$ cat config.mk
export PLATFORM = sky130hd
export DESIGN_NAME = puf2usrp
export DESIGN_NICKNAME = d
export VERILOG_FILES = /design/src/rtl/puf2usrp.sv
export SDC_FILE = /design/constraint.sdc
export NUM_CORES = 1
export LEC_CHECK = 0
export ABC_AREA = 1
export BUFFER_PORTS_ARGS = -buffer_cell sky130_fd_sc_hd__buf_2
export CAP_MARGIN = 20
export CORE_ASPECT_RATIO = 0.8
export CORE_UTILIZATION = 42
export CTS_CLUSTER_SIZE = 30
export DETAILED_ROUTE_END_ITERATION = 6
export GPL_ROUTABILITY_DRIVEN = 0
export GPL_TIMING_DRIVEN = 0
export HOLD_SLACK_MARGIN = 0.12
export PLACE_DENSITY = 0.61
export SYNTH_ARGS = -nofsm -noshare
export SYNTH_HDL_FRONTEND = slang
export SYNTH_SLANG_ARGS = --single-unit
$ cat constraint.sdc
create_clock -name clk -period 4.9 [get_ports clk]
set_input_delay 0.49 -clock clk [delete_from_list [all_inputs] [get_ports clk]]
set_output_delay 0.49 -clock clk [all_outputs]
set_load 0.1 [all_outputs]
$ cat src/rtl/puf2usrp.sv
// 5:4 fractional decimator for packed IQ samples. Each group of five accepted input beats
// produces four outputs by two-tap linear interpolation with Q15 weights. Two-stage pipeline:
// S1 holds the tap products, S2 holds the rounded and saturated result driving out_*.
module puf2usrp #(
    parameter int unsigned DATA_WIDTH = 16
) (
    input  logic                    clk,
    input  logic                    reset_n,
    input  logic                    in_tvalid,
    output logic                    in_tready,
    input  logic                    in_tlast,
    input  logic [2*DATA_WIDTH-1:0] in_tdata,
    output logic                    out_tvalid,
    input  logic                    out_tready,
    output logic                    out_tlast,
    output logic [2*DATA_WIDTH-1:0] out_tdata
);

    localparam int unsigned W  = DATA_WIDTH;
    localparam int unsigned PW = W + 17;  // signed sample x unsigned 16-bit weight
    localparam int unsigned SW = W + 18;  // sum of two products

    localparam int RoundBias = 16384;
    localparam logic signed [SW-1:0] SatMax = SW'(2 ** (W - 1) - 1);
    localparam logic signed [SW-1:0] SatMin = -SatMax - SW'(1);

    // Weight pair that reproduces x exactly after the >>15.
    localparam logic [15:0] WPass = 16'd32768;

    typedef enum logic [2:0] {Ph0, Ph1, Ph2, Ph3, Ph4} phase_e;

    function automatic logic signed [PW-1:0] mul_w(input logic signed [W-1:0] a,
                                                   input logic [15:0] w);
        return PW'(a) * $signed(PW'(w));
    endfunction

    // Sum both taps, round half toward +inf, then clamp to the output range.
    function automatic logic [W-1:0] round_sat(input logic signed [PW-1:0] a,
                                               input logic signed [PW-1:0] b);
        logic signed [SW-1:0] sum;
        sum = SW'(a) + SW'(b) + SW'(RoundBias);
        sum = sum >>> 15;
        if (sum > SatMax) begin
            return SatMax[W-1:0];
        end else if (sum < SatMin) begin
            return SatMin[W-1:0];
        end
        return sum[W-1:0];
    endfunction

    phase_e         phase_q, phase_d;
    logic [2*W-1:0] prev_q, prev_d;

    logic                 s1_valid_q, s1_last_q;
    logic signed [PW-1:0] s1_re_prev_q, s1_re_x_q, s1_im_prev_q, s1_im_x_q;

    logic           out_valid_q, out_last_q;
    logic [2*W-1:0] out_data_q;

    logic stall, accept, emit;
    logic [15:0] w_prev, w_x;
    logic signed [W-1:0] x_re, x_im, prev_re, prev_im;

    assign x_re    = in_tdata[2*W-1:W];
    assign x_im    = in_tdata[W-1:0];
    assign prev_re = prev_q[2*W-1:W];
    assign prev_im = prev_q[W-1:0];

    assign stall     = out_valid_q && !out_tready;
    assign in_tready = !stall && reset_n;
    assign accept    = in_tvalid && in_tready;
    // Phase 1 only stores prev, unless it closes the packet.
    assign emit      = (phase_q != Ph1) || in_tlast;

    assign out_tvalid = out_valid_q;
    assign out_tlast  = out_last_q;
    assign out_tdata  = out_data_q;

    // Interpolation weights for the current phase (prev tap, x tap).
    always_comb begin
        w_prev = 16'd0;
        w_x    = WPass;
        case (phase_q)
            Ph2: begin
                w_prev = 16'd24576;
                w_x    = 16'd8192;
            end
            Ph3: begin
                w_prev = 16'd16384;
                w_x    = 16'd16384;
            end
            Ph4: begin
                w_prev = 16'd8192;
                w_x    = 16'd24576;
            end
            default: begin
                w_prev = 16'd0;
                w_x    = WPass;
            end
        endcase
    end

    // Next phase and prev sample; tlast restarts the group with a zero history.
    always_comb begin
        phase_d = phase_q;
        prev_d  = prev_q;
        if (accept) begin
            if (in_tlast) begin
                phase_d = Ph0;
                prev_d  = '0;
            end else begin
                prev_d = in_tdata;
                case (phase_q)
                    Ph0:     phase_d = Ph1;
                    Ph1:     phase_d = Ph2;
                    Ph2:     phase_d = Ph3;
                    Ph3:     phase_d = Ph4;
                    default: phase_d = Ph0;
                endcase
            end
        end
    end

    // Phase and prev state registers.
    always_ff @(posedge clk or negedge reset_n) begin
        if (!reset_n) begin
            phase_q <= Ph0;
            prev_q  <= '0;
        end else begin
            phase_q <= phase_d;
            prev_q  <= prev_d;
        end
    end

    // S1: register tap products and output flags; frozen while stalled.
    always_ff @(posedge clk or negedge reset_n) begin
        if (!reset_n) begin
            s1_valid_q   <= 1'b0;
            s1_last_q    <= 1'b0;
            s1_re_prev_q <= '0;
            s1_re_x_q    <= '0;
            s1_im_prev_q <= '0;
            s1_im_x_q    <= '0;
        end else if (!stall) begin
            s1_valid_q <= accept && emit;
            s1_last_q  <= accept && in_tlast;
            if (accept) begin
                s1_re_prev_q <= mul_w(prev_re, w_prev);
                s1_re_x_q    <= mul_w(x_re, w_x);
                s1_im_prev_q <= mul_w(prev_im, w_prev);
                s1_im_x_q    <= mul_w(x_im, w_x);
            end
        end
    end

    // S2: sum, round and saturate into the output register; data and last hold while stalled.
    always_ff @(posedge clk or negedge reset_n) begin
        if (!reset_n) begin
            out_valid_q <= 1'b0;
            out_last_q  <= 1'b0;
            out_data_q  <= '0;
        end else if (!stall) begin
            out_valid_q <= s1_valid_q;
            if (s1_valid_q) begin
                out_last_q <= s1_last_q;
                out_data_q <= {round_sat(s1_re_prev_q, s1_re_x_q),
                               round_sat(s1_im_prev_q, s1_im_x_q)};
            end
        end
    end

endmodule

Word-level counts from Yosys, hierarchy flattened. Cells that the tools add are included. Widths: inputs -> output; s select.

Register bits after elaboration: 203. Output and inout bits: 35. Word-level logic and storage cells: 59.

Add/subtract/negate cells: 4. $mul: 4. $lt $le $gt $ge: 4. Eq/ne operators: 5. Mux-type cells: 19. Bitwise gates (word level): 1. Reductions and logical operators: 11.

Operators with widths (number): $mux 16 (6); $add 33x33->34 (2); $add 34x16->34 const B (2); $mul 16x17->33 (2); $mul 16x16->32 (2); $pmux 16 s3 (1); $pmux 15 s3 (1); $gt 19x16->1 const B (2); $lt 19x16->1 const B (2); $mux 32 (1); $pmux 3 s4 (1); $mux 1 (8); $eq 3x2->1 const B (2); $logic_and 1x1->1 (5); $reduce_and 2->1 (2); $eq 3x1->1 const B (1); $eq 3x3->1 const B (1); $logic_not 3->1 (1); $mux 3 (1); $ne 3x1->1 const B (1); $logic_not 1->1 (2); $logic_or 1x1->1 (1); $not 1->1 (1).

Longest topological paths before layout. Gate-level depths: netlist of the first run.

Word-level depth: 8. Depth in mapped cells: 30.

Worst setup path before layout of the first run. OpenSTA, ideal clock, no wires.

Path kind: register to register. Start: register phase_q[1]. End: register s1_re_x_q[30]. Library setup time: 0.118 ns. Arrival: 5.197 ns. Required time: 4.782 ns. Setup slack: -0.415 ns. Stages on the path, launching flop included: 28. Buffers on the path: 1. Clock period less this slack: 5.315 ns. Cells stage by stage: dfrtp_1 inv_1 nor2_1 nand2_1 nand2_1 nor2_1 clkbuf_1 nand2_1 fa_1 inv_1 ha_1 fa_1 inv_1 fa_1 inv_1 ha_1 ha_1 ha_1 nand2_1 nand2_1 inv_1 nor2_1 nor2_1 nand3_1 a31o_2 or2_2 nand3_1 nand2_1.

Cells in the longest elaborated chain, start to end: 3. Elaborated cells on any way between the ends: 5. Those cells by class: 1 x mul; 3 x eq/ne; 1 x mux.

RTL lines: from (decl) (line 51) `phase_e phase_q, phase_d;`; from (signal assigned) (line 127) `phase_q <= Ph0;`; from (signal assigned) (line 130) `phase_q <= phase_d;`; $eq 3x3->1 / $eq 3x2->1 (equally long branches) (line 83) `case (phase_q)`; $pmux 16 s3 (*) (line 83); $mul 16x17->33 (*) (line 34) `return PW'(a) * $signed(PW'(w));`; to (signal assigned) (line 149) `s1_re_x_q <= mul_w(x_re, w_x);`; to (decl) (line 55) `logic signed [PW-1:0] s1_re_prev_q, s1_re_x_q, s1_im_prev_q, s1_im_x_q;`.

Every way passes the cells marked *; elsewhere a longest branch is shown, timed or not. A chain may end at the register's enable or synchronous reset.

Worst setup path in the final report of the first run.
Start: register phase_q[2]. End: register s1_im_x_q[31].

Cells in the longest elaborated chain, start to end: 3. Elaborated cells on any way between the ends: 5. Those cells by class: 1 x mul; 3 x eq/ne; 1 x mux.

RTL lines: $eq 3x3->1 / $eq 3x2->1 (equally long branches) (line 83); $pmux 16 s3 (*) (line 83); $mul 16x17->33 (*) (line 34); to (signal assigned) (line 151) `s1_im_x_q <= mul_w(x_im, w_x);`; to (decl) (line 55).

Marked as above.

==> results of run 1 <==
[power groups by stage]
stage / sequential, W / clock, W / combinational [W]
finish: 0.00182 / 0.00132 / 0.00892
global route: 0.00186 / 0.00139 / 0.00973
CTS: 0.00183 / 0.00134 / 0.00794
detailed placement: 0.00184 / 0 / 0.00682
global placement: 0.00184 / 0 / 0.00672
floorplan: 0.00274 / 0 / 0.00431
[cells in the final DEF, fill, tap and decap left out, drive strengths merged]
cell type / count
a211oi: 2
a21boi: 1
a21o: 3
a21oi: 101
a31o: 1
a31oi: 1
and2: 2
buf: 170
bufinv: 2
clkbuf: 49
clkinv: 7
clkinvlp: 4
dfrtp: 149
dlygate4sd3: 1
fa: 56
ha: 448
inv: 324
nand2: 439
nand3: 119
nand3b: 3
nand4: 10
nor2: 225
nor3: 7
nor4: 5
o2111ai: 4
o21a: 3
o21ai: 83
o21bai: 7
o22ai: 35
o31ai: 7
or2: 8
xnor2: 39
xor2: 25
[per-stage QoR]
step           power, W  hold WS (ps)  worst slack [ps]
5_1_grt         0.01299         358.6            -296.0
6_report        0.01206         345.9            -132.6
2_1_floorplan  0.007052         194.4            -27.72
3_3_place_gp   0.008554         452.3             -1124
3_5_place_dp   0.008666         457.0             -1242
4_1_cts         0.01110         322.5            -41.89
[critical path: stages, from the launching register on]
cell	delay, ps
dfrtp_2	440
nor2_4	130
inv_2	80
nor2_4	150
inv_2	70
nand2_4	100
clkbuf_16	160
nand2_2	60
fa_1	520
inv_2	50
ha_4	220
ha_4	260
inv_1	40
fa_1	490
inv_2	50
fa_2	550
ha_4	200
ha_4	280
a21oi_4	170
o21ai_4	80
buf_6	120
a21oi_4	120
o21ai_1	90
or2_2	290
nand3_2	90
nand2_1	70
[area by class of cell]
| type | instances | area, um^2 | area share (%) |
|---|---|---|---|
| flip-flops and latches | 149 | 3730 | 17.60 |
| multi-input cells | 1634 | 13530 | 63.85 |
| clock inverters | 13 | 136.4 | 0.6434 |
| plain buffers | 47 | 357.8 | 1.688 |
| inverters | 324 | 1229 | 5.797 |
| repair buffers | 155 | 1100 | 5.189 |
| clock buffers | 18 | 429.2 | 2.025 |
| well taps | 544 | 680.7 | 3.211 |
[flip-flops by register name, indices dropped and copies added (netlist names)]
| signal | flops |
|---|---|
| out_tdata | 32 |
| prev_q | 32 |
| s1_im_x_q | 20 |
| s1_re_x_q | 20 |
| s1_im_prev_q | 19 |
| s1_re_prev_q | 19 |
| phase_q | 3 |
| out_tlast | 1 |
| out_tvalid | 1 |
| s1_last_q | 1 |
| s1_valid_q | 1 |
[per-layer routing]
metal	wire length, um	up-vias	global-route usage [%]
met5	0	-	0
met3	1546	68	2.590
met2	22190	292	36.86
met1	21510	7270	28.96
li1	-	7419	-
met4	933	0	6.293
[worst min-delay path by stage]
stage                     slack [ps]  depth (start not counted)            to
after floorplan                  190                          0  out_tdata[0]
after global placement           450                          2    out_tvalid
after detailed placement         460                          2    out_tvalid
after CTS                        320                          4    out_tvalid
after global routing             360                          3    prev_q[28]
final                            350                          4    out_tvalid
[cell usage after synthesis, types with 4 or more instances]
master / count
o22ai_1: 35
ha_1: 448
o21ai_0: 83
a21oi_2: 10
buf_6: 4
or2_2: 8
nand2_2: 11
clkbuf_1: 33
inv_1: 321
xor2_1: 24
buf_1: 6
nor2_1: 222
buf_2: 5
xnor2_1: 39
dfrtp_1: 149
o31ai_1: 7
nand3_1: 102
nor3_1: 5
a21oi_1: 90
o21bai_1: 7
nand4_1: 10
nand2_1: 428
nand3_2: 17
nor4_1: 4
o2111ai_1: 4
fa_1: 56
[cell families (layout without fill, tap and decap cells)]
kind of cell / count (synthesis) / count (layout) / synth area share [%]
simple gates: 818 / 818 / 19.86
flops: 149 / 149 / 21.54
buf+inv: 372 / 557 / 8.277
xor+xnor: 64 / 64 / 3.282
compound gates: 248 / 248 / 8.175
fa+ha+maj: 504 / 504 / 38.86
[timing repair]
item	in CTS	in global routing
endpoints found under the setup margin	43	31
pin swaps	58	66
endpoints found under the hold margin	62	0
gates resized for setup	154	157
gates cloned	2	0
hold buffers	1	0
setup buffers	61	22
==> reports/results.ini, run 1 <==
[routing]
routed_wl_mm=46.18
routedWlPerCell_um=16.01
drt_iter0_drc=857
detail-route-antenna-nets=0
drc=0
first_pass_iters=5
vias=15050
vias_per_cell=5.218

[floorplanning]
chipHeight_um=183.6
start_util_pct=42.60
row_count=66
die-area_um2=42030
die_w_um=229.0
coreArea_um2=40630
io_pins=72

[setup_path]
crit_fanout=5
r2r-start=phase_q[2]
crit_path_start=phase_q[2]
crit_end=s1_im_x_q[31]
crit_path_end_kind=flip-flop
crit_type=reg2reg
crit_arrival_ps=5360
r2r_slack_ps=-130
required_ps=5230
r2r-end=s1_im_x_q[31]
worstSetupStartpointType=flip-flop
ff2ff_path_depth=25

[synth]
yosysTopAreaCell=ha_1
ys.flop_type=dfrtp_1
synth_top_area_share_pct=32.38
synth_edf_count=0
syn-cell-area_um2=17310
synth_async_sr_flop_share_pct=100.0
ys_warn_count=0
yosysSeqAreaShare_pct=21.54
syn_inst=2155
synth.area.top_cells=ha_1, dfrtp_1, nand2_1, inv_1, fa_1
ys_ff_latch=149
synth_fp_nets=2696
avgSynthCellArea_um2=8.032
ys_types=40

[finish]
fin_nets=2869
final_util_pct=52.17
insertedDiodeCount=0
area_delta_synth_final_pct=22.45
nFillCells=3754
final_area_um2=21200
final_cells=2884
drive_above_1_share_pct=20.17

[clock_tree]
clockBufferDepth=2
htreeDepth=4
cts_tree=done
clkTransAtPathRegs_ps=70
cts_buffers=17
ctsRootBufferMaster=clkbuf_16
clkSinkCount=149
clk_latency_ps=450

[sta]
fin_setup_tns_ps=-782.9
period_minus_slack_ps=5033
slew_headroom_pct=31.76
max_freq_ghz=0.1987
hold_viol=0
tightest_slew_ps=1024
final_max_slew_viol_count=0
worst_slack_ps=-132.6
grt_setup_unrepaired=yes
skew_ps=10.59
setup_viol=10
fin_crit_sh_pct=102.7

[flow_run]
cap_violations=0

[pwr]
p_int_w=0.005773
p_sw_share_pct=52.12
p_sw_w=0.006283
power_leakage_nw=11.84
power.density_nw_per_um2=568.8
seq_power_share_pct=15.1
clock_power_share_pct=10.9
max-vdd-ir-drop_v=0.0003385
comb_power_share_pct=74.0

[min_path]
min_from=out_tready
hold_class=in2reg

[place]
placed_cell_area_um2=18560
portBuffers=71
dp_cells=2771
hpwl_mm=35.18

[grt]
grt_max_degree=88
grt_pass1_vias=14450
grt_pass1_wl_mm=72.25
grt_overflow=0
antenna_found_initial=0
grtUsageTotal_pct=21.70

[status]
violations=negative setup slack
status=finished with violations

Power figures use the tool's default switching activity.
==> run 2: changes to the inputs <==
--- a/config.mk
+++ b/config.mk
@@ -9,13 +9,13 @@
 export BUFFER_PORTS_ARGS = -buffer_cell sky130_fd_sc_hd__buf_2
 export CAP_MARGIN = 20
 export CORE_ASPECT_RATIO = 0.8
-export CORE_UTILIZATION = 42
+export CORE_UTILIZATION = 51
 export CTS_CLUSTER_SIZE = 30
 export DETAILED_ROUTE_END_ITERATION = 6
 export GPL_ROUTABILITY_DRIVEN = 0
 export GPL_TIMING_DRIVEN = 0
 export HOLD_SLACK_MARGIN = 0.12
-export PLACE_DENSITY = 0.61
+export PLACE_DENSITY = 0.72
 export SYNTH_ARGS = -nofsm -noshare
 export SYNTH_HDL_FRONTEND = slang
 export SYNTH_SLANG_ARGS = --single-unit
==> run 2 against run 1 <==
Net effect: the run ends with design-rule violations, negative setup slack left; register-to-register slack lost 20 ps; routed wire length shrank 1.7%; cell area shrank 1.4%.
==> reports/results.ini, run 2 (synthesis results as in run 1) <==
[grt]
grtUsageTotal_pct=25.45
grt_pass1_wl_mm=70.04
grt_max_degree=82
antenna_found_initial=0
grt_pass1_vias=14600
grt_overflow=0

[clock_tree]
clk_latency_ps=460
cts_tree=done
clkSinkCount=149
ctsRootBufferMaster=clkbuf_16
clockBufferDepth=2
cts_buffers=17
htreeDepth=4
clkTransAtPathRegs_ps=70

[routing]
vias=15120
first_pass_iters=7
detail-route-antenna-nets=0
routed_wl_mm=45.39
drc=3
drt_iter0_drc=806
vias_per_cell=5.525
routedWlPerCell_um=16.58

[finish]
final_common_cell=nand2_1
area_delta_synth_final_pct=20.70
nFillCells=2714
final_util_pct=63.45
drive_above_1_share_pct=19.13
insertedDiodeCount=0
layout_common_cells=nand2_1, ha_1, inv_1
fin_nets=2838

[floorplanning]
start_util_pct=52.57
die_w_um=208.0
chipHeight_um=166.8
die-area_um2=34680
row_count=59
io_pins=72
coreArea_um2=32920

[sta]
fin_setup_tns_ps=-713.2
period_minus_slack_ps=5049
max_freq_ghz=0.1981
tightest_slew_ps=972.9
final_max_slew_viol_count=0
slew_headroom_pct=35.14
worst_slack_ps=-148.9
grt_setup_unrepaired=yes
fin_crit_sh_pct=103.0
hold_viol=0
setup_viol=9
skew_ps=10.10

[setup_path]
crit_arrival_ps=5390
crit_path_end_kind=flip-flop
cp_common_cell=inv_2
crit_fanout=4
crit_path_top_delay_cell=fa_1
required_ps=5240
crit_type=reg2reg
slowest_delay_ps=570
worstSetupStartpointType=flip-flop

[place]
portBuffers=71
hpwl_mm=33.82
pre_cts_ws_ps=-1128

[min_path]
hold_class=in2reg

[pwr]
power_leakage_nw=11.70
max-vdd-ir-drop_v=0.0003800
total_power_w=0.01224
power.density_nw_per_um2=586.1

[flow_run]
cap_violations=0

[status]
status=finished with violations
violations=design-rule violations, negative setup slack

-- run 2: final timing paths --
check / startpoint / endpoint / slack (ps) / depth (start not counted)
worst max-delay path: phase_q[1] / s1_im_x_q[31] / -150 / 31
worst min-delay path: out_tready / out_tvalid / 340 / 4
worst max register to register: phase_q[1] / s1_im_x_q[31] / -150 / 31
worst min register to register: s1_valid_q / out_tvalid / 470 / 2
max in group asynchronous: reset_n / s1_re_prev_q[17] / 3370 / 3
min in group asynchronous: reset_n / out_tdata[12] / 680 / 2
-- run 2: area by class of cell --
class / instances / area (um^2) / share of cell area [%]
clock buffer: 18 / 429.2 / 2.054
tap: 427 / 534.3 / 2.557
clock inverter: 14 / 172.7 / 0.8265
buffer: 47 / 366.6 / 1.755
multi-input combinational: 1634 / 13610 / 65.16
timing repair buffer: 124 / 818.3 / 3.917
sequential: 149 / 3730 / 17.85
inverter: 324 / 1229 / 5.881
-- run 2: power breakdown --
part,switching (W),internal (W)
clock,0.000593,0.000805
combinational,0.00557,0.00345
sequential,0.000212,0.00161
total,0.00637,0.00587
-- run 2: critical path: cells and delay by family (launching register included) --
| kind | cells | cell delay [ps] |
|---|---|---|
| compound gates | 2 | 260 |
| buf+inv | 11 | 1030 |
| flops | 1 | 380 |
| simple gates | 11 | 940 |
| fa+ha+maj | 7 | 2340 |
-- run 2: stage by stage --
stage	hold WS (ps)	cells	cell area, um^2
finish	343.2	2737	20890
global route	358.9	2737	20890
CTS	312.9	2724	20080
detailed placement	451.2	2654	18410
global placement	454.3	2653	18380
floorplan	194.4	2155	17490
-- run 2: routing by layer --
metal	share of wire, %	wire [um]	up-vias	GRT usage, %
met2	48	21810	374	42.66
met1	44	20040	7303	32.71
met3	4.7	2147	97	4.790
met5	0	0	-	0
met4	3.1	1388	0	9.147
li1	-	-	7349	-
-- run 2: repair_timing --
item,CTS,global route
pin swaps,56,40
gates cloned,1,0
endpoints found under the hold margin,2,0
endpoints found under the setup margin,41,30
gates resized for setup,146,151
hold buffers,1,0
buffers inserted,37,13
==> run 3: changes to the inputs <==
==> config.mk (replaced) <==
export PLATFORM = sky130hd
export DESIGN_NAME = puf2usrp
export DESIGN_NICKNAME = d
export VERILOG_FILES = /design/src/rtl/puf2usrp.sv
export SDC_FILE = /design/constraint.sdc
export NUM_CORES = 1
export LEC_CHECK = 0
export ABC_AREA = 0
export BUFFER_PORTS_ARGS = -buffer_cell sky130_fd_sc_hd__buf_2
export CAP_MARGIN = 20
export CORE_ASPECT_RATIO = 0.8
export CORE_UTILIZATION = 45
export CTS_CLUSTER_SIZE = 30
export DETAILED_ROUTE_END_ITERATION = 6
export GPL_ROUTABILITY_DRIVEN = 0
export GPL_TIMING_DRIVEN = 0
export HOLD_SLACK_MARGIN = 0.12
export PLACE_DENSITY = 0.65
export SYNTH_ARGS = -nofsm -noshare
export SYNTH_HDL_FRONTEND = slang
export SYNTH_SLANG_ARGS = --single-unit
==> run 3 against run 2 <==
Net effect: global-route usage decreased by 2.3 points; critical endpoint is now s1_re_x_q[29]; count of clock-buffer cells in the layout is 2 higher; sequential share of layout area decreased by 0.27 points; synthesized cell count is 15% lower; clock power fell by 10%; power fell by 4.1%; first-iteration DRC count increased by 23%; sequential power about the same; cell count decreased by 9.3%; the flow still finishes with violations (design-rule violations, negative setup slack); combinational power fell by 4.3%; worst setup slack worse by 530 ps; die area rose by 12%.
==> reports/results.ini, run 3 <==
[finish]
insertedDiodeCount=0
area_delta_synth_final_pct=24.44
final_area_um2=21220
final_util_pct=57.03
final_cells=2483
final_common_cell=ha_1
drive_above_1_share_pct=22.55
layout_common_cells=ha_1, nand2_1, dfrtp_1
fin_nets=2524

[synth]
ys_ff_latch=149
synth_edf_count=0
synth_top_area_share_pct=32.88
syn-cell-area_um2=17050
synth_async_sr_flop_share_pct=100.0
synth.area.top_cells=ha_1, dfrtp_1, fa_1, and2_1, nand2_1
ys_warn_count=0
avgSynthCellArea_um2=9.332
synth_fp_nets=2368
ys_types=70
yosysTopAreaCell=ha_1
post-synth-top-count-cell=ha_1
ys.flop_type=dfrtp_1
ys_top_cells_by_count=ha_1, nand2_1, inv_1, dfrtp_1, and2_1
yosysSeqAreaShare_pct=21.87
syn_inst=1827

[status]
violations=design-rule violations, negative setup slack
status=finished with violations

[pwr]
power_leakage_nw=10.82
max-vdd-ir-drop_v=0.0002753
power.density_nw_per_um2=553.6

[floorplanning]
chipHeight_um=176.1
io_pins=72
coreArea_um2=37210
die_w_um=219.6
row_count=63
die-area_um2=38680
start_util_pct=45.83

[grt]
grt_overflow=0
antenna_found_initial=0
grtUsageTotal_pct=23.16
grt_pass1_vias=13190
grt_max_degree=92
grt_pass1_wl_mm=69.67

[routing]
drc=14
routedWlPerCell_um=18.70
routed_wl_mm=46.43
vias=13670
drt_iter0_drc=991
detail-route-antenna-nets=0
first_pass_iters=7
vias_per_cell=5.506

[setup_path]
cp_num_buf_inv=5
worstSetupStartpointType=flip-flop
r2r-start=phase_q[2]
crit_path_end_kind=flip-flop
crit_path_start=phase_q[2]
path_cells=nor3b_4 -> buf_6 -> nor2_4 -> clkbuf_16 -> nand2_4 -> fa_1 -> inv_1 -> ha_1 -> ha_1 -> inv_2 -> fa_1 -> inv_1 -> fa_1 -> ha_4 -> ha_4 -> a211o_1 -> o41a_1 -> a311o_1 -> a21oi_2 -> xor2_2 -> o21ai_1
ff2ff_path_depth=21
r2r_slack_ps=-680
crit_fanout=7
slowest_delay_ps=530
path_depth=21
crit_type=reg2reg
cp_top_family=adder cells
crit_end=s1_re_x_q[29]
r2r-end=s1_re_x_q[29]
cp_common_cell=fa_1
crit_arrival_ps=5880
crit_path_top_delay_cell=fa_1
required_ps=5200

[place]
dp_cells=2386
portBuffers=71
hpwl_mm=34.12
placed_cell_area_um2=18360

[sta]
setup_viol=21
final_max_slew_viol_count=0
tightest_slew_ps=881.7
grt_setup_unrepaired=yes
max_freq_ghz=0.1793
hold_viol=0
skew_ps=8.858
slew_headroom_pct=41.22
fin_crit_sh_pct=113.8
worst_slack_ps=-676.1
period_minus_slack_ps=5576
fin_setup_tns_ps=-7873

[clock_tree]
htreeDepth=4
clockBufferDepth=2
clkTransAtPathRegs_ps=70
cts_buffers=17
clk_latency_ps=430
cts_tree=done
ctsRootBufferMaster=clkbuf_16
clkSinkCount=149

[flow_run]
cap_violations=0

[min_path]
hold_class=in2reg

==> run 3: what timing repair did <==
action,4_1_cts,5_1_grt
setup buffers,46,23
pin swaps,108,96
resized for setup,199,101
setup endpoints to repair,36,29
hold buffers,1,0
endpoints found under the hold margin,58,0
==> run 3: final cells by class <==
class | count | area, um^2
inverter | 158 | 593.1
sequential | 149 | 3731
multi-input combinational | 1460 | 14390
clock buffer | 20 | 446.7
clock inverter | 12 | 105.1
tap | 487 | 609.3
buffer | 58 | 379.1
fill | 3115 | 15990
timing repair buffer | 139 | 968.4
==> run 3: kinds of logic after synthesis <==
kind of cell    Yosys count  synth area share [%]
compound gates          335                 12.75
xor+xnor                 81                 4.161
fa+ha+maj               504                 39.45
buf+inv                 218                 4.873
flops                   149                 21.87
mux                      26                 1.695
simple gates            514                 15.21
==> run 3: worst min path at each step <==
stage | cells past startpoint | startpoint | endpoint | slack, ps
floorplan | 0 | reset_n | out_tdata[0] | 190
global placement | 2 | out_tdata[15] | out_tdata[15] | 460
detailed placement | 2 | out_tlast | out_tlast | 470
CTS | 3 | in_tdata[29] | prev_q[29] | 340
global route | 3 | in_tdata[29] | prev_q[29] | 350
finish | 3 | in_tdata[29] | prev_q[29] | 350
==> run 3: worst register-to-register path, stage by stage (launching register included) <==
cell	delay (ps)
dfrtp_2	500
nor3b_4	200
buf_6	130
nor2_4	120
clkbuf_16	170
nand2_4	50
fa_1	530
inv_1	40
ha_1	260
ha_1	290
inv_2	40
fa_1	470
inv_1	50
fa_1	480
ha_4	300
ha_4	200
a211o_1	270
o41a_1	420
a311o_1	390
a21oi_2	200
xor2_2	250
o21ai_1	90
==> run 3: routing by layer <==
layer,track usage [%],wire length (um)
met2,34.57,20110
met1,35.38,23880
met5,0,0
met3,3.049,1940
met4,4.655,497
==> run 3: power breakdown <==
part	switching (W)	internal, W	leakage [nW]
registers	0.000259	0.00160	1.87
clock network	0.000546	0.000711	0.270
logic	0.00512	0.00351	8.68
total	0.00593	0.00582	10.8
==> run 3: through the flow <==
stage	power, W	setup slack, ps	hold slack, ps
finish	0.01175	-676.1	347.1
global route	0.01254	-832.3	348.7
CTS	0.01106	-637.5	335.1
detailed placement	0.008428	-1135	466.8
global placement	0.008339	-1096	457.1
floorplan	0.006670	-298.2	194.4
